<file path="config.mk">
export PLATFORM = sky130hd
export DESIGN_NAME = tap_ir_ctrl
export DESIGN_NICKNAME = d
export VERILOG_FILES = /design/src/rtl/tap_pkg.sv /design/src/rtl/tap_ir_decode.sv /design/src/rtl/tap_ir_ctrl.sv
export SDC_FILE = /design/constraint.sdc
export NUM_CORES = 1
export LEC_CHECK = 0
export ABC_AREA = 1
export BUFFER_PORTS_ARGS = -buffer_cell sky130_fd_sc_hd__buf_2
export CORE_MARGIN = 8
export CORE_UTILIZATION = 44
export DETAILED_ROUTE_END_ITERATION = 10
export PLACE_DENSITY = 0.72
export REMOVE_ABC_BUFFERS = 1
export SYNTH_ARGS = -nofsm -noshare
export SYNTH_HDL_FRONTEND = slang
export SYNTH_SLANG_ARGS = --single-unit
</file>
<file path="constraint.sdc">
create_clock -name TCK -period 0.9 [get_ports TCK]
set_input_delay 0.09 -clock TCK [delete_from_list [all_inputs] [get_ports TCK]]
set_output_delay 0.09 -clock TCK [all_outputs]
set_load 0.01 [all_outputs]
</file>
<file path="src/rtl/tap_pkg.sv">
// ---------------------------------------------------------------------------
// tap_pkg
// Shared definitions for the TAP instruction register:
//   - 4-bit JTAG opcode constants
//   - sel_e : bit index of each instruction inside the one-hot SELECT bus
//   - NUM_INSTR : width of the SELECT bus
//   - sel_onehot() : turns a sel_e index into a one-hot SELECT word
// ---------------------------------------------------------------------------
package tap_pkg;

  localparam int NUM_INSTR = 9;

  localparam logic [3:0] OP_EXTEST   = 4'b0000;
  localparam logic [3:0] OP_SAMPLE   = 4'b0001;
  localparam logic [3:0] OP_INTEST   = 4'b0010;
  localparam logic [3:0] OP_RUNBIST  = 4'b0011;
  localparam logic [3:0] OP_CLAMP    = 4'b0100;
  localparam logic [3:0] OP_HIGHZ    = 4'b0101;
  localparam logic [3:0] OP_USERCODE = 4'b1101;
  localparam logic [3:0] OP_IDCODE   = 4'b1110;
  localparam logic [3:0] OP_BYPASS   = 4'b1111;

  // Bit position of each instruction in SELECT.
  typedef enum logic [3:0] {
    SEL_BYPASS   = 4'd0,
    SEL_SAMPLE   = 4'd1,
    SEL_EXTEST   = 4'd2,
    SEL_INTEST   = 4'd3,
    SEL_RUNBIST  = 4'd4,
    SEL_CLAMP    = 4'd5,
    SEL_IDCODE   = 4'd6,
    SEL_USERCODE = 4'd7,
    SEL_HIGHZ    = 4'd8
  } sel_e;

  function automatic logic [NUM_INSTR-1:0] sel_onehot(input sel_e s);
    logic [NUM_INSTR-1:0] v;
    v    = '0;
    v[s] = 1'b1;
    return v;
  endfunction

endpackage

</file>
<file path="src/rtl/tap_ir_decode.sv">
// ---------------------------------------------------------------------------
// tap_ir_decode
// Combinational instruction decoder: IR value in, one-hot select and
// "unknown opcode" flag out. Never produces an all-zero select: anything
// unrecognised falls back to BYPASS.
// Optional feature (macro TAP_IR_LOCK_EN): while i_lock is high, INTEST,
// RUNBIST and USERCODE are refused (BYPASS + invalid). Without the macro
// i_lock is ignored.
// Ports:
//   i_ir      [IR_WIDTH]   instruction value to decode
//   i_lock    [1]          instruction lock request
//   o_select  [NUM_INSTR]  one-hot select
//   o_invalid [1]          opcode not recognised (or refused by lock)
// ---------------------------------------------------------------------------
module tap_ir_decode
  import tap_pkg::*;
#(
  parameter int IR_WIDTH = 4
) (
  input  logic [IR_WIDTH-1:0]  i_ir,
  input  logic                 i_lock,
  output logic [NUM_INSTR-1:0] o_select,
  output logic                 o_invalid
);

  logic w_upper_zero;
  logic w_locked;

  // Short opcodes are only honoured when every bit above the low nibble is 0.
  assign w_upper_zero = ((i_ir >> 4) == '0);

`ifdef TAP_IR_LOCK_EN
  assign w_locked = i_lock;
`else
  logic w_unused_lock;
  assign w_unused_lock = i_lock;
  assign w_locked      = 1'b0;
`endif

  always_comb begin
    o_select  = sel_onehot(SEL_BYPASS);
    o_invalid = 1'b0;
    if (&i_ir) begin
      o_select = sel_onehot(SEL_BYPASS);
    end else if (!w_upper_zero) begin
      o_invalid = 1'b1;
    end else begin
      case (i_ir[3:0])
        OP_EXTEST:  o_select = sel_onehot(SEL_EXTEST);
        OP_SAMPLE:  o_select = sel_onehot(SEL_SAMPLE);
        OP_CLAMP:   o_select = sel_onehot(SEL_CLAMP);
        OP_HIGHZ:   o_select = sel_onehot(SEL_HIGHZ);
        OP_IDCODE:  o_select = sel_onehot(SEL_IDCODE);
        OP_BYPASS:  o_select = sel_onehot(SEL_BYPASS);
        OP_INTEST: begin
          if (w_locked) o_invalid = 1'b1;
          else          o_select  = sel_onehot(SEL_INTEST);
        end
        OP_RUNBIST: begin
          if (w_locked) o_invalid = 1'b1;
          else          o_select  = sel_onehot(SEL_RUNBIST);
        end
        OP_USERCODE: begin
          if (w_locked) o_invalid = 1'b1;
          else          o_select  = sel_onehot(SEL_USERCODE);
        end
        default:    o_invalid = 1'b1;
      endcase
    end
  end

endmodule

</file>
<file path="src/rtl/tap_ir_ctrl.sv">
// ---------------------------------------------------------------------------
// tap_ir_ctrl
// JTAG instruction register: capture/shift register (SR) plus latched
// instruction (LIR), with registered one-hot decode.
// Optional feature macro: TAP_IR_LOCK_EN (see tap_ir_decode).
// Ports:
//   TCK               clock, rising edge
//   TRST_N            asynchronous active-low reset
//   TDI               serial data in
//   TEST_LOGIC_RESET  TAP FSM in Test-Logic-Reset (synchronous)
//   CAPTURE_IR        TAP FSM in Capture-IR
//   SHIFT_IR          TAP FSM in Shift-IR
//   UPDATE_IR         TAP FSM in Update-IR
//   STATUS            loaded above the fixed 2'b01 pattern on capture
//   LOCK              instruction lock request
//   IR_TDO            serial out, SR bit 0
//   LATCHED_IR        current instruction (raw)
//   SELECT            one-hot instruction select (tap_pkg::sel_e order)
//   INVALID           one-cycle pulse after an unknown opcode is updated
// ---------------------------------------------------------------------------
module tap_ir_ctrl
  import tap_pkg::*;
#(
  parameter int IR_WIDTH     = 4,
  parameter int STATUS_WIDTH = IR_WIDTH - 2
) (
  input  logic                    TCK,
  input  logic                    TRST_N,
  input  logic                    TDI,
  input  logic                    TEST_LOGIC_RESET,
  input  logic                    CAPTURE_IR,
  input  logic                    SHIFT_IR,
  input  logic                    UPDATE_IR,
  input  logic [STATUS_WIDTH-1:0] STATUS,
  input  logic                    LOCK,
  output logic                    IR_TDO,
  output logic [IR_WIDTH-1:0]     LATCHED_IR,
  output logic [NUM_INSTR-1:0]    SELECT,
  output logic                    INVALID
);

  localparam int CAP_W = STATUS_WIDTH + 2;
  localparam logic [IR_WIDTH-1:0] LIR_RESET = IR_WIDTH'(OP_IDCODE);

  logic [IR_WIDTH-1:0]  r_sr;
  logic [IR_WIDTH-1:0]  r_lir;
  logic [NUM_INSTR-1:0] r_select;
  logic                 r_invalid;

  logic [CAP_W-1:0]     w_cap_full;
  logic [IR_WIDTH-1:0]  w_cap;
  logic [NUM_INSTR-1:0] w_select;
  logic                 w_invalid;

  // Capture pattern, zero-padded or truncated to the IR length.
  assign w_cap_full = {STATUS, 2'b01};

  generate
    for (genvar gi = 0; gi < IR_WIDTH; gi++) begin : g_cap
      if (gi < CAP_W) begin : g_bit
        assign w_cap[gi] = w_cap_full[gi];
      end else begin : g_pad
        assign w_cap[gi] = 1'b0;
      end
    end
  endgenerate

  // Decode the value about to be latched so SELECT/INVALID change on the
  // same edge as LATCHED_IR.
  tap_ir_decode #(
    .IR_WIDTH (IR_WIDTH)
  ) u_decode (
    .i_ir      (r_sr),
    .i_lock    (LOCK),
    .o_select  (w_select),
    .o_invalid (w_invalid)
  );

  always_ff @(posedge TCK or negedge TRST_N) begin
    if (!TRST_N) begin
      r_sr      <= '0;
      r_lir     <= LIR_RESET;
      r_select  <= sel_onehot(SEL_IDCODE);
      r_invalid <= 1'b0;
    end else begin
      r_invalid <= 1'b0;
      if (TEST_LOGIC_RESET) begin
        r_lir    <= LIR_RESET;
        r_select <= sel_onehot(SEL_IDCODE);
      end else if (UPDATE_IR) begin
        r_lir     <= r_sr;
        r_select  <= w_select;
        r_invalid <= w_invalid;
      end else if (CAPTURE_IR) begin
        r_sr <= w_cap;
      end else if (SHIFT_IR) begin
        r_sr <= {TDI, r_sr[IR_WIDTH-1:1]};
      end
    end
  end

  assign IR_TDO     = r_sr[0];
  assign LATCHED_IR = r_lir;
  assign SELECT     = r_select;
  assign INVALID    = r_invalid;

endmodule

</file>
==> metrics.csv <==
metric,value,unit
status,finished with violations,
failing checks,setup timing,
Fmax achieved,973,MHz
slowest CP cell,dfstp_2,
routed wire length,1.87,mm
Async SR Flop Fraction,100,%
Setup CP Type,register to output port,
CP Launch Type,register,
average size of a mapped cell,9.35,um^2
Detailed Routing Iterations Pass 1,3,
clk slew on worst S/H paths,0.09,ns
vias in the first global route,768,
CP endpoint kind,output port,
Starting Density,45.2,%
Filler cells,184,
placed inst area,1060,um^2
dominant cell type by area after synthesis,dfrtp_1,
Routed Antenna Nets,0,
final cell count without fillers,161,
Leak,0.605,nW
worst endpoint required time,0.81,ns
Yosys reg bits,18,
Max VDD drop,0.000949,V
top post-synthesis cells by area,"dfrtp_1 (41%), dfstp_2 (12%), nand2_1 (11%)",
Yosys cell types,20,
largest net degree at the start of global routing,19,
drt first-iter violations,5,
CTS buffer count,3,
Global Route Usage Sum,12.1,%
H-tree levels,1,
DRC Markers,0,
final setup margin,-0.128,ns
most numerous cell in the Yosys netlist,nand2_1,
Pwr Total,0.00206,W
fin crit share,114,%
"EDFF count, synth",0,
Pins Over Slew Limit,0,
Hold Path Class,input pin to register,
top routing layer used,met4,
ant diodes,0,
core area,1880,um^2
row cnt,16,
clock period minus final worst setup slack,1.03,ns
Synth Cell Area,851,um^2
Synth Flop Type,dfrtp_1,
Final Hold Vio Count,0,
Buf/Inv on CP,1,
initial antenna violation count,0,
via count,734,
met3 wire length,114,um
CTS tree,done,
die area,3600,um^2
Met1 Routed Length,747,um
IO buf count,23,
Final setup viols,18,
worst hold margin,0.0816,ns
clk_skew,0.000693,ns
kind of cell adding the most delay to the critical path,flip-flops,
Max clock buf depth,2,
Die Span Y,60.0,um
setup tns final,-0.862,ns
# IOs,25,
synth cell count leaders,"nand2_1 (26), dfrtp_1 (14), o21ai_2 (7)",
max-cap violation count,0,
slew at the pin closest to its max-slew limit,0.383,ns
die width,60.0,um
Synth top area share,41.2,%
later-pin clock latency in the skew report,0.28,ns
first-pass GRT wire length,3.27,mm
ratio of cells with drive above 1 in the final layout,53.7,%
PwrDens,1670,nW/um^2
nets,145,
CP max stage delay,0.56,ns
clock root buffer,clkbuf_4,
Mapped Cells,91,
crit-path max FO,2,
DP HPWL,1.40,mm
Yosys warning count,0,
mean routed wirelength per cell,11.6,um
Critical Path AT,0.94,ns
slew margin rel.,74.5,%
clock sinks,18,
grt ovf,0,
RSZ-0062 raised after global routing,yes,
area grow syn2layout,45.1,%
vias per cell,4.56,
"Seq/Total Area, Yosys",53.5,%
critical path cell sequence,buf_6,
gpl congestion,0.749,
routed length on met2,1.00,mm
design area,1230,um^2
placed cell count,149,
## where the power goes
part,total (W),switching (W),internal (W)
registers,0.000973,0.0000675,0.000906
logic,0.000616,0.000319,0.000298
clock network,0.000473,0.000227,0.000246
## registers in the layout, indices dropped and copies added (netlist names)
register,cells
SELECT,9
LATCHED_IR,4
r_sr,4
INVALID,1
## per-layer routing
metal / vias to the layer above / GRT usage, %
met2: 16 / 20.8
li1: 380 / -
met3: 2 / 4.52
met1: 336 / 12.6
met5: - / 0
met4: 0 / 6.12
## cells by family after synthesis
logic type             count (synthesis)  share of synthesized area, %
DFF                                   18                          53.5
and+or+nand+nor                       42                          25.6
AOI/OAI and AO/OA                     22                          16.3
buffers and inverters                  9                          4.56
## final timing paths
kind	start	end	slack [ns]	cells past startpoint
worst max-delay path	LATCHED_IR[2]	LATCHED_IR[2]	-0.13	1
worst min-delay path	CAPTURE_IR	r_sr[0]	0.08	3
worst max register to register	r_sr[0]	SELECT[0]	-0.06	5
worst min register to register	SELECT[8]	SELECT[8]	0.49	2
max in group asynchronous	TRST_N	LATCHED_IR[2]	0.34	2
min in group asynchronous	TRST_N	LATCHED_IR[0]	0.25	2
## area by class of cell
type	instances	area (um^2)	area share, %
Clock buffer	4	36.3	2.94
Inverter	9	41.3	3.34
Multi-Input combinational cell	64	373	30.2
Sequential cell	18	458	37.1
Tap cell	27	33.8	2.74
Timing Repair Buffer	39	293	23.7
## cell usage in the layout (no fill, tap or decap), types with 2 or more instances in the layout
master    count
a21oi_1       5
buf_2        16
buf_4        12
buf_6        10
clkbuf_4      3
dfrtp_1      12
dfrtp_2       2
dfstp_2       4
inv_1         3
inv_2         3
inv_4         3
nand2_1      25
nand2_2       2
nand3_1       2
nor2_1        4
nor2_2        2
nor2_4        3
o21ai_0       3
o21ai_1       5
o21ai_2       8
## stage by stage
step           setup WS [ns]  utilization [%]
2_1_floorplan        -0.0329                -
3_3_place_gp         0.00187             56.3
3_5_place_dp         -0.0274             56.3
4_1_cts               -0.147             62.8
5_1_grt               -0.182             65.6
6_report              -0.128             65.6
## what timing repair did
action                                 4_1_cts  5_1_grt
buffers inserted                             5        3
gates cloned                                 0        0
endpoints found under the hold margin       14        0
hold buffers                                 1        0
gates resized for setup                      9       14
setup endpoints to repair                   19       28
Note: power is estimated with default switching activity, not from simulation.
